**src/rtl/xor_arb_pkg.sv**
```systemverilog
// Shared types and helpers for the xor_gate sharing arbiter.
package xor_arb_pkg;

   typedef enum logic [1:0] {
      IDLE  = 2'd0,
      ISSUE = 2'd1,
      WAIT  = 2'd2,
      RESP  = 2'd3
   } arb_state_t;

   // Index width with a floor of one bit so single-value ranges still get a port.
   function automatic int id_width(input int n);
      return (n < 2) ? 1 : $clog2(n);
   endfunction

endpackage

```
**src/rtl/xor_arb_pick.sv**
```systemverilog
// Combinational one-hot picker: first valid requester at or after i_start, wrapping.
module xor_arb_pick
   import xor_arb_pkg::*;
#(
   parameter int  NREQ = 4,
   localparam int ID_W = id_width(NREQ)
)(
   input  logic [NREQ-1:0] i_valid,
   input  logic [ID_W-1:0] i_start,
   output logic [NREQ-1:0] o_grant,
   output logic [ID_W-1:0] o_idx
);

   logic w_found;

   // Rotating priority search; the first hit blocks all later candidates.
   always_comb begin
      int v_k;
      o_grant = '0;
      o_idx   = '0;
      w_found = 1'b0;
      v_k     = 0;
      for (int i = 0; i < NREQ; i++) begin
         v_k = (int'(i_start) + i) % NREQ;
         if (!w_found && i_valid[v_k]) begin
            o_grant[v_k] = 1'b1;
            o_idx        = ID_W'(v_k);
            w_found      = 1'b1;
         end else begin
            o_grant[v_k] = 1'b0;
         end
      end
   end

endmodule

```
**src/rtl/xor_share_arbiter.sv**
```systemverilog
// Shares one external registered xor_gate among NREQ requesters, one transaction at a time.
// Define XOR_ARB_RR_EN for round-robin arbitration; otherwise lowest index wins.
module xor_share_arbiter
   import xor_arb_pkg::*;
#(
   parameter int  NREQ   = 4,
   parameter int  W      = 1,
   parameter int  XG_LAT = 1,
   localparam int ID_W   = id_width(NREQ)
)(
   input  logic                clk,
   input  logic                rst,
   input  logic [NREQ-1:0]     req_valid,
   input  logic [NREQ*W-1:0]   req_a,
   input  logic [NREQ*W-1:0]   req_b,
   output logic [NREQ-1:0]     req_ready,
   output logic [W-1:0]        xg_a,
   output logic [W-1:0]        xg_b,
   input  logic [W-1:0]        xg_z,
   output logic                resp_valid,
   output logic [ID_W-1:0]     resp_id,
   output logic [W-1:0]        resp_z,
   input  logic                resp_ready
);

   localparam int CNT_W = id_width(XG_LAT);

   arb_state_t        r_state;
   logic [CNT_W-1:0]  r_cnt;
   logic [NREQ-1:0]   w_grant;
   logic [ID_W-1:0]   w_gidx;
   logic [ID_W-1:0]   w_start;

`ifdef XOR_ARB_RR_EN
   logic [ID_W-1:0]   r_ptr;

   // Round-robin pointer moves just past each winner.
   always_ff @(posedge clk or posedge rst) begin
      if (rst) begin
         r_ptr <= '0;
      end else if (r_state == IDLE && |req_valid) begin
         r_ptr <= (w_gidx == ID_W'(NREQ - 1)) ? '0 : w_gidx + ID_W'(1);
      end else begin
         r_ptr <= r_ptr;
      end
   end

   assign w_start = r_ptr;
`else
   assign w_start = '0;
`endif

   xor_arb_pick #(.NREQ(NREQ)) u_pick (
      .i_valid (req_valid),
      .i_start (w_start),
      .o_grant (w_grant),
      .o_idx   (w_gidx)
   );

   // Grant is only visible while idle, so at most one request is accepted per transaction.
   always_comb begin
      if (r_state == IDLE) begin
         req_ready = w_grant;
      end else begin
         req_ready = '0;
      end
   end

   // Transaction sequencer: latch operands, let the xor_gate sample, wait out its latency, hand off.
   always_ff @(posedge clk or posedge rst) begin
      if (rst) begin
         r_state    <= IDLE;
         r_cnt      <= '0;
         xg_a       <= '0;
         xg_b       <= '0;
         resp_valid <= 1'b0;
         resp_id    <= '0;
         resp_z     <= '0;
      end else begin
         case (r_state)
            IDLE: begin
               if (|req_valid) begin
                  xg_a    <= req_a[int'(w_gidx)*W +: W];
                  xg_b    <= req_b[int'(w_gidx)*W +: W];
                  resp_id <= w_gidx;
                  r_state <= ISSUE;
               end
            end
            ISSUE: begin
               r_cnt   <= CNT_W'(XG_LAT - 1);
               r_state <= WAIT;
            end
            WAIT: begin
               if (r_cnt == '0) begin
                  resp_z     <= xg_z;
                  resp_valid <= 1'b1;
                  r_state    <= RESP;
               end else begin
                  r_cnt <= r_cnt - CNT_W'(1);
               end
            end
            RESP: begin
               if (resp_ready) begin
                  resp_valid <= 1'b0;
                  r_state    <= IDLE;
               end
            end
            default: r_state <= IDLE;
         endcase
      end
   end

endmodule

```
**config.mk**
```make
export PLATFORM = sky130hd
export DESIGN_NAME = xor_share_arbiter
export DESIGN_NICKNAME = d
export VERILOG_FILES = /design/src/rtl/xor_arb_pkg.sv /design/src/rtl/xor_arb_pick.sv /design/src/rtl/xor_share_arbiter.sv
export SDC_FILE = /design/constraint.sdc
export NUM_CORES = 1
export LEC_CHECK = 0
export BUFFER_PORTS_ARGS = -buffer_cell sky130_fd_sc_hd__buf_2
export CELL_PAD_IN_SITES_DETAIL_PLACEMENT = 1
export CELL_PAD_IN_SITES_GLOBAL_PLACEMENT = 2
export CORE_MARGIN = 2
export CORE_UTILIZATION = 25
export CTS_CLUSTER_DIAMETER = 40
export DETAILED_ROUTE_END_ITERATION = 16
export PLACE_DENSITY_LB_ADDON = 0.1
export SYNTH_ARGS = -nofsm -noshare
export SYNTH_HDL_FRONTEND = slang
export SYNTH_SLANG_ARGS = --single-unit
```
**constraint.sdc**
```tcl
create_clock -name clk -period 2 [get_ports clk]
set_input_delay 0.4 -clock clk [delete_from_list [all_inputs] [get_ports clk]]
set_output_delay 0.4 -clock clk [all_outputs]
set_load 0.05 [all_outputs]
```
# Yosys cells after proc, flatten, opt, wreduce, memory -nomap -nowiden

Cells that the tools add are included.
Widths: inputs -> output; s select.

Add/subtract/negate cells: 1
$mul: 0
Divide/modulo/power cells: 0
$lt $le $gt $ge: 0
Equal/unequal tests: 6
Shift operators: 2
Multiplexer cells: 20
Bitwise gates (word level): 1
Reductions and logical operators: 14

Operator list:

| operator            | count |
|---|---|
| $mux 2              | 6 |
| $mux 1              | 8 |
| $mux 4              | 2 |
| $pmux 2 s4          | 1 |
| $shiftx 4x3->1      | 2 |
| $reduce_and 3->1    | 2 |
| $eq 2x2->1 const B  | 2 |
| $ne 2x2->1 const B  | 2 |
| $pmux 1 s2          | 2 |
| $reduce_and 2->1    | 2 |
| $reduce_bool 2->1   | 2 |
| $reduce_or 4->1     | 1 |
| $logic_and 1x1->1   | 3 |
| $logic_not 1->1     | 3 |
| $mux 3              | 1 |
| $eq 2x1->1 const B  | 1 |
| $logic_not 2->1     | 1 |
| $ne 2x1->1 const B  | 1 |
| $not 1->1           | 1 |
| $sub 1x1->1 const B | 1 |

Register bits: 9
Latch bits: 0
RAM bits: 0
Bits in read-only memories: 0
Memories kept: 0

# Longest topological paths before layout

Gate-level depths: netlist (run 1).

Depth in word-level cells: 11
Depth in mapped cells: 5

# Hierarchy

Synthesis (run 1) repeated with hierarchy kept, for this count alone.

Cells, all modules: 108
Area, all modules: 985.9 µm²

By module, submodules not included:

| module            | instances | cells each | area each (µm²) |
|---|---|---|---|
| xor_arb_pick      | 1         | 72         | 528.0 |
| xor_share_arbiter | 1         | 36         | 457.9 |

# Worst setup path after synthesis (run 1)

OpenSTA, ideal clock, no wires.

Kind: reg-to-output
Start point: reg r_state[0]
End point: out req_ready[3]
Arrival time: 1.884 ns
Setup slack: -0.284 ns
Stages on the path, launching flop included: 5
Buffers on the path: 0
Path through: dfrtp_1 > inv_1 > ha_1 > or4b_4 > nor2_1

Longest elaborated chain between the ends: 2

RTL lines:

| what                     | RTL line                | RTL |
|---|---|---|
| start: declaration       | xor_share_arbiter.sv:28 | `arb_state_t r_state;` |
| start signal: assignment | xor_share_arbiter.sv:72 | `r_state <= IDLE;` |
| start signal: assignment | xor_share_arbiter.sv:86 | `r_state <= ISSUE;` |
| start signal: assignment | xor_share_arbiter.sv:91 | `r_state <= WAIT;` |
| $logic_not 2->1          | xor_share_arbiter.sv:62 | `if (r_state == IDLE) begin` |
| $mux 4                   | xor_share_arbiter.sv:62 |  |
| end: declaration         | xor_share_arbiter.sv:16 | `output logic [NREQ-1:0] req_ready,` |

Every way passes these cells.

# Worst setup path after layout (run 1)

Ends and elaborated chain as after synthesis.

==> impl_metrics.json, run 1 <==
{
  "status": "finished, violations left",
  "violations": "setup timing",
  "crit_buf_inv": 2,
  "ys_types": 23,
  "slowest_delay_ps": 480,
  "dp_cells": 107,
  "power.leakage_nw": 0.4205,
  "grt_pass1_vias": 522,
  "switching_share_pct": 47.30,
  "gr-total-overflow": 0,
  "n_antenna_cell": 0,
  "dr.pass1.iters": 3,
  "yosysTopAreaCell": "dfrtp_1",
  "max-slew-margin-rel_pct": 78.57,
  "synth_area_leaders": "dfrtp_1, ha_1, o21a_1, inv_1, a221o_2",
  "dp_hpwl_mm": 1.073,
  "yosys.area.top_type_share_pct": 37.12,
  "num_io_pins": 26,
  "finalSetupViolCount": 1,
  "synth.cell_area_um2": 539.3,
  "finalNetCount": 114,
  "grt_start_max_net_pins": 11,
  "seqPwrFrac_pct": 22.8,
  "htreeDepth": 1,
  "cp_max_fo": 2,
  "p_int_mw": 0.6776,
  "clkLatencyLatePin_ps": 250,
  "crit_path_top_delay_cell": "or4b_4",
  "wire_per_inst_um": 11.73,
  "fmax_mhz": 499.8,
  "worst-setup-path-type": "flop to output port",
  "antenna_found_initial": 0,
  "synth_nets": 73,
  "worstSetupStartpointType": "flop",
  "holdBufCountCts": 0,
  "die_area_um2": 2545,
  "viasPerCell": 4.303,
  "fin_ws_ps": -0.7185,
  "syn_to_final_growth_pct": 54.52,
  "synth_area_per_cell_um2": 10.17,
  "final.setup_skew_ps": 0.7537,
  "grt_use_total_pct": 11.72,
  "hold_violations": 0,
  "cp_cell_sequence": "inv_2, ha_4, or4b_4, nor2_4, buf_8",
  "clockBufferDepth": 2,
  "yosysWarningCount": 0,
  "crit_path_end_kind": "output port",
  "fillCellCount": 248,
  "final_max_slew_viol_count": 0,
  "vias": 512,
  "die_y_um": 50.45,
  "rows": 16,
  "rsz0062_at_grt": "yes",
  "drc_errors": 0,
  "hold_path.class": "input port to asynchronous set/reset pin",
  "min_period_ps": 2001,
  "final_common_cell": "buf_2",
  "arrival_ps": 1600,
  "setup_tns_ps": -0.7185,
  "drtAntennaViolNets": 0,
  "layout.cells.non_filler": 119,
  "numPortBuffers": 25,
  "cts_root_buf": "clkbuf_4",
  "power_switching_mw": 0.6082,
  "grt_pass1_wl_mm": 2.290,
  "path_delay_family": "simple AND/OR/NAND/NOR gates",
  "cap_viol_max_count": 0,
  "hold_ws_ps": 86.28,
  "netlist_instances": 53,
  "place_congestion": 0.6925,
  "clk_pin_slew_ps": 50,
  "die_w_um": 50.45,
  "drt_iter0_drc": 1,
  "p_per_area_nw_per_um2": 1543,
  "layout_common_cells": "buf_2, buf_4, dfrtp_1",
  "drive_above_1_share_pct": 57.61,
  "cts-buffers-inserted": 3,
  "cts_tree": "yes",
  "vdd_drop_max_uv": 689.4,
  "clock-sinks": 8,
  "period_share_pct": 100.0,
  "pwr-share-comb_pct": 67.5,
  "worst_pin_slew_ps": 321.1,
  "worstPathRequired_ps": 1600,
  "pwr-share-clk_pct": 9.7,
  "core_region_area_um2": 2002,
  "start_util_pct": 26.94,
  "ys_seq_area_share_pct": 37.12,
  "power_mw": 1.286,
  "ys_seq_elements": 8,
  "routed_wl_mm": 1.396
}
[path summary, 6_finish.rpt]
path | cells after the start | endpoint | startpoint | slack (ps)
worst max-delay path | 5 | req_ready[3] | r_state[0] | -0.7
worst min-delay path | 2 | resp_z | rst | 90
worst max register to register | 6 | r_state[1] | r_state[0] | 170
worst min register to register | 1 | resp_id[1] | resp_id[1] | 490
max in group asynchronous | 2 | r_state[1] | rst | 1670
min in group clk | 2 | resp_valid | resp_ready | 370
[sequential cells by signal (all words and copies together), names as in the netlist]
signal / flops
r_state: 2
xg_b: 1
resp_valid: 1
resp_z: 1
resp_id: 2
xg_a: 1
[power groups by stage]
stage               combinational (mW)  clock (mW)  sequential, mW
floorplan                        0.328           0           0.511
global placement                 0.708           0           0.297
detailed placement               0.716           0           0.298
CTS                              0.827       0.132           0.291
global route                     0.939       0.136           0.306
finish                           0.868       0.125           0.293
[cell usage after synthesis]
master    count
nand3b_1      2
ha_1          4
mux2i_1       1
o21a_1        4
o22ai_4       1
and3b_2       1
a21oi_1       4
dfrtp_1       8
clkbuf_1      1
buf_6         1
o41a_1        1
or4b_4        1
mux2_4        1
a221o_2       2
and2b_2       1
nor2_1        4
and2_1        1
a31oi_1       2
o21ai_0       2
inv_1         7
nand2_1       2
and3b_1       1
mux2_2        1
[kinds of logic (layout without fill, tap and decap cells)]
| kind of cell | after synthesis | count (layout) | share of synthesized area, % |
|---|---|---|---|
| and+or+nand+nor | 13 | 13 | 15.78 |
| adders and majority gates | 4 | 4 | 9.281 |
| DFF | 8 | 8 | 37.12 |
| AOI/OAI and AO/OA | 16 | 16 | 23.43 |
| muxes | 3 | 3 | 6.728 |
| buffers and inverters | 9 | 48 | 7.657 |
[per-layer routing]
layer	routed length, um	GRT usage, %	vias up	part of all wire, %
li1	-	-	268	-
met1	643	14.44	225	46
met2	674	20.39	17	48
met3	60	1.190	2	4.3
met4	17	5.405	0	1.2
met5	0	0	-	0
[area by class of cell]
type                       instances  area [um2]  share of cell area, %
tap                               27       33.78                  4.054
timing repair buffer              38       232.7                  27.93
clock buffer                       3       22.52                  2.703
sequential                         8       200.2                  24.02
multi-input combinational         36       317.8                  38.14
inverter                           7       26.28                  3.153
[repair_timing]
item                       4_1_cts  5_1_grt
resized for setup                6        1
pin swaps                        2        2
setup endpoints to repair        1        1
setup buffers                    6        3
[stage by stage]
step | setup WS [ps] | area (um2) | utilization (%)
after floorplan | 83.55 | 546.8 | -
after global placement | 109.8 | 720.7 | 36.00
after detailed placement | 59.20 | 720.7 | 36.00
after CTS | -15.49 | 807.0 | 40.31
after global routing | -55.65 | 833.3 | 41.63
final | -0.7185 | 833.3 | 41.63
Note: power is estimated with default switching activity, not from simulation.
==> inputs of run 2 (changes only) <==
--- a/config.mk
+++ b/config.mk
@@ -5,11 +5,12 @@
 export SDC_FILE = /design/constraint.sdc
 export NUM_CORES = 1
 export LEC_CHECK = 0
+export ABC_CLOCK_PERIOD_IN_PS = 2600
 export BUFFER_PORTS_ARGS = -buffer_cell sky130_fd_sc_hd__buf_2
 export CELL_PAD_IN_SITES_DETAIL_PLACEMENT = 1
 export CELL_PAD_IN_SITES_GLOBAL_PLACEMENT = 2
 export CORE_MARGIN = 2
-export CORE_UTILIZATION = 25
+export CORE_UTILIZATION = 27
 export CTS_CLUSTER_DIAMETER = 40
 export DETAILED_ROUTE_END_ITERATION = 16
 export PLACE_DENSITY_LB_ADDON = 0.1
==> constraint.sdc (replaced) <==
create_clock -name clk -period 2.6 [get_ports clk]
set_input_delay 0.52 -clock clk [delete_from_list [all_inputs] [get_ports clk]]
set_output_delay 0.52 -clock clk [all_outputs]
set_load 0.05 [all_outputs]
==> impl_metrics.json, run 2 (synthesized netlist as in run 1, its figures left out) <==
{
  "setup_tns_ps": 0,
  "fmax_mhz": 401.9,
  "hold_path.class": "input port to asynchronous set/reset pin",
  "drt_iter0_drc": 4,
  "numPortBuffers": 25,
  "grt_pass1_wl_mm": 2.235,
  "clockBufferDepth": 2,
  "cp_cell_sequence": "inv_1, ha_1, or4b_4, nor2_1, buf_2",
  "die_w_um": 48.69,
  "crit_path_end_kind": "output port",
  "worstSetupStartpointType": "flop",
  "final.setup_skew_ps": 11.04,
  "num_io_pins": 26,
  "cts_tree": "yes",
  "post_cts_buffers": 0,
  "holdBufCountCts": 0,
  "slowest_delay_ps": 520,
  "rows": 16,
  "hold_ws_ps": 188.7,
  "wire_per_inst_um": 12.32,
  "cts_resized": 0,
  "crit_path_top_delay_cell": "or4b_4",
  "clock-sinks": 8,
  "clk_pin_slew_ps": 60,
  "rsz0062_at_grt": "no",
  "p_per_area_nw_per_um2": 1216,
  "htreeDepth": 1,
  "place_congestion": 0.6531,
  "drtAntennaViolNets": 0,
  "status": "completed",
  "fillCellCount": 241,
  "final_common_cell": "buf_2",
  "cts_root_buf": "clkbuf_4",
  "core_region_area_um2": 1922,
  "power.leakage_nw": 0.3584,
  "arrival_ps": 1970,
  "antenna_found_initial": 0,
  "path_delay_family": "simple AND/OR/NAND/NOR gates",
  "finalNetCount": 101,
  "min_period_ps": 2488,
  "start_util_pct": 28.06,
  "crit_buf_inv": 2,
  "seq_area_um2": 200.2,
  "cts-buffers-inserted": 3,
  "vias": 494,
  "gr-total-overflow": 0,
  "grt_pass1_vias": 503,
  "worst-setup-path-type": "flop to output port",
  "cp_max_fo": 9,
  "final_max_slew_viol_count": 0,
  "worstPathRequired_ps": 2080,
  "multi_input_area_um2": 297.8,
  "dr.pass1.iters": 3,
  "viasPerCell": 4.660,
  "die_y_um": 48.69,
  "grt_use_total_pct": 12.72,
  "drive_above_1_share_pct": 45.57,
  "hold_violations": 0,
  "routed_wl_mm": 1.306,
  "period_share_pct": 95.69,
  "dp_hpwl_mm": 1.034,
  "worst_pin_slew_ps": 327.6,
  "grt_start_max_net_pins": 12,
  "drc_errors": 0,
  "n_antenna_cell": 0,
  "die_area_um2": 2371,
  "syn_to_final_growth_pct": 30.86,
  "max-slew-margin-rel_pct": 78.13,
  "layout_common_cells": "buf_2, dfrtp_1, inv_1",
  "clkLatencyLatePin_ps": 270,
  "finalSetupViolCount": 0,
  "reg_top3": "r_state: 2 flops, resp_id: 2 flops",
  "cap_viol_max_count": 0,
  "vdd_drop_max_uv": 408.1
}
==> run 2: worst register-to-register path, cell delays in order, from the launching register on <==
cell     delay, ps
dfrtp_1        380
inv_1          130
ha_1           310
or4b_4         530
o22ai_4        180
mux2_4         320
==> run 2: path summary, 6_finish.rpt <==
path,slack [ps],depth (start not counted),startpoint,end
max,110,5,r_state[0],req_ready[3]
min,190,2,rst,xg_b
max reg2reg,650,5,r_state[0],r_state[1]
min reg2reg,480,1,resp_id[0],resp_id[0]
max in group asynchronous,2160,2,rst,xg_a
min in group clk,470,2,resp_ready,resp_valid
==> run 2: where the power goes <==
| group | leakage [nW] | internal, mW | switching (mW) |
|---|---|---|---|
| registers | 0.0923 | 0.191 | 0.0325 |
| clock network | 0.0138 | 0.0533 | 0.0500 |
| logic | 0.252 | 0.180 | 0.351 |
| total | 0.358 | 0.425 | 0.433 |
==> run 2: area by class of cell <==
| type | instances | area share (%) |
|---|---|---|
| well taps | 27 | 4.787 |
| inverters | 7 | 3.723 |
| flip-flops and latches | 8 | 28.37 |
| multi-input cells | 36 | 42.20 |
| clock buffers | 3 | 3.191 |
| repair buffers | 25 | 17.73 |
==> run 2: layer usage <==
metal / routed length, um / part of all wire [%] / vias up / GRT usage (%)
li1: - / - / 239 / -
met1: 564 / 43 / 232 / 14.07
met2: 602 / 46 / 18 / 20.32
met3: 94 / 7.2 / 5 / 3.704
met4: 46 / 3.5 / 0 / 10.00
met5: 0 / 0 / - / 0
==> run 2: stage by stage <==
step	utilization [%]	area [um2]	power, mW	std cells	setup slack, ps
floorplan	-	539.3	0.6443	53	195.8
global placement	35.55	683.2	0.7550	103	431.0
detailed placement	35.55	683.2	0.7655	103	387.2
CTS	36.72	705.7	0.8740	106	90.26
global route	36.72	705.7	0.9257	106	16.32
finish	36.72	705.7	0.8581	106	112.1
==> inputs of run 3 (changes only) <==
--- a/config.mk
+++ b/config.mk
@@ -14,6 +14,7 @@
 export CTS_CLUSTER_DIAMETER = 40
 export DETAILED_ROUTE_END_ITERATION = 16
 export PLACE_DENSITY_LB_ADDON = 0.1
+export REMOVE_ABC_BUFFERS = 1
 export SYNTH_ARGS = -nofsm -noshare
 export SYNTH_HDL_FRONTEND = slang
 export SYNTH_SLANG_ARGS = --single-unit
==> impl_metrics.json, run 3 (synthesized netlist as in run 1, its figures left out) <==
{
  "grt_pass1_wl_mm": 2.263,
  "wire_per_inst_um": 12.41,
  "p_per_area_nw_per_um2": 1214,
  "dp_cells": 103,
  "vdd_drop_max_uv": 444.3,
  "drive_above_1_share_pct": 45.57,
  "use_met3_pct": 5.864,
  "status": "completed",
  "top_usage_layer": "met2",
  "crit_path_end_kind": "output port",
  "final.setup_skew_ps": 8.334,
  "syn_to_final_growth_pct": 30.86,
  "drtAntennaViolNets": 0,
  "cp_cell_sequence": "inv_1, ha_1, or4b_4, nor2_1, buf_2",
  "cts_tree": "yes",
  "cap_viol_max_count": 0,
  "rr_worst_depth": 5,
  "grt_util_met2_pct": 17.58,
  "drt_iter0_drc": 3,
  "numPortBuffers": 25,
  "worstSetupStartpointType": "flop",
  "rrSetupSlack_ps": 650,
  "grt_pass1_vias": 507,
  "min_period_ps": 2481,
  "grt_start_max_net_pins": 12,
  "setup_tns_ps": 0,
  "layout_common_cells": "buf_2, dfrtp_1, inv_1",
  "worst_pin_slew_ps": 319.0,
  "antenna_found_initial": 0,
  "clk_pin_slew_ps": 60,
  "gr-total-overflow": 0,
  "crit_end": "req_ready[3]",
  "worstPathRequired_ps": 2080,
  "hold_violations": 0,
  "hold_path.class": "input port to asynchronous set/reset pin",
  "finalSetupViolCount": 0,
  "post_cts_buffers": 0,
  "worst-setup-path-type": "flop to output port",
  "rsz0062_at_grt": "no",
  "max-slew-margin-rel_pct": 78.71,
  "clkLatencyLatePin_ps": 250,
  "fmax_mhz": 403.1,
  "start_util_pct": 28.06,
  "cp_max_fo": 9,
  "grt_util_met1_pct": 15.16,
  "finalNetCount": 101,
  "final_max_slew_viol_count": 0,
  "drc_errors": 0,
  "clockBufferDepth": 2,
  "power_mw": 0.8567,
  "n_antenna_cell": 0,
  "die_area_um2": 2371,
  "power.leakage_nw": 0.3584,
  "viasPerCell": 4.509,
  "startpoint": "r_state[0]",
  "routed_wl_mm": 1.315,
  "die_w_um": 48.69,
  "cts_resized": 0,
  "cts_root_buf": "clkbuf_4",
  "final_common_cell": "buf_2",
  "layout.cells.non_filler": 106,
  "period_share_pct": 95.41,
  "clock-sinks": 8,
  "place_congestion": 0.6345,
  "num_io_pins": 26,
  "crit_path_top_delay_cell": "or4b_4",
  "grt_use_total_pct": 12.31,
  "vias": 478,
  "post-route-util_pct": 36.72,
  "r2r-start": "r_state[0]",
  "die_y_um": 48.69,
  "htreeDepth": 1,
  "rows": 16,
  "arrival_ps": 1960,
  "r2r-end": "r_state[1]",
  "reg_top3": "r_state: 2 flops, resp_id: 2 flops",
  "slowest_delay_ps": 520,
  "dr.pass1.iters": 4,
  "core_region_area_um2": 1922,
  "holdBufCountCts": 0,
  "cts-buffers-inserted": 3
}
[run 3: power breakdown]
part | internal (mW) | switching [mW] | total [mW]
Combinational | 0.180 | 0.356 | 0.537
Sequential | 0.191 | 0.0344 | 0.226
Clock | 0.0528 | 0.0412 | 0.0940
Total | 0.425 | 0.432 | 0.857
[run 3: worst min path at each step]
stage	from	end	slack, ps	depth (start not counted)
finish	rst	r_state[1]	210	2
global route	rst	xg_a	220	2
CTS	rst	r_state[0]	220	2
detailed placement	resp_id[0]	resp_id[0]	480	1
global placement	resp_id[0]	resp_id[0]	470	1
floorplan	rst	r_state[0]	340	1
[run 3: layout make-up]
| class | instances | area, um2 |
|---|---|---|
| repair buffers | 25 | 125.1 |
| clock buffers | 3 | 22.52 |
| well taps | 27 | 33.78 |
| inverters | 7 | 26.28 |
| multi-input cells | 36 | 297.8 |
| flip-flops and latches | 8 | 200.2 |
| fillers | 254 | 1216 |
[run 3: metal layers]
| metal | part of all wire [%] | routed length, um | vias to the layer above |
|---|---|---|---|
| li1 | - | - | 240 |
| met2 | 42 | 550 | 23 |
| met5 | 0 | 0 | - |
| met3 | 11 | 145 | 0 |
| met4 | 0 | 0 | 0 |
| met1 | 47 | 619 | 215 |
[run 3: critical path: cells and delay by family, from the launching register on]
family	cells	cell delay, ps
fa+ha+maj	1	310
buf+inv	2	390
flops	1	380
simple gates	2	620
[run 3: through the flow]
step	hold WS, ps	worst slack [ps]	area, um2
final	205.3	119.3	705.7
after global routing	218.0	6.744	705.7
after CTS	221.0	104.6	705.7
after detailed placement	476.3	383.8	683.2
after global placement	469.1	411.2	683.2
after floorplan	335.7	195.8	524.3
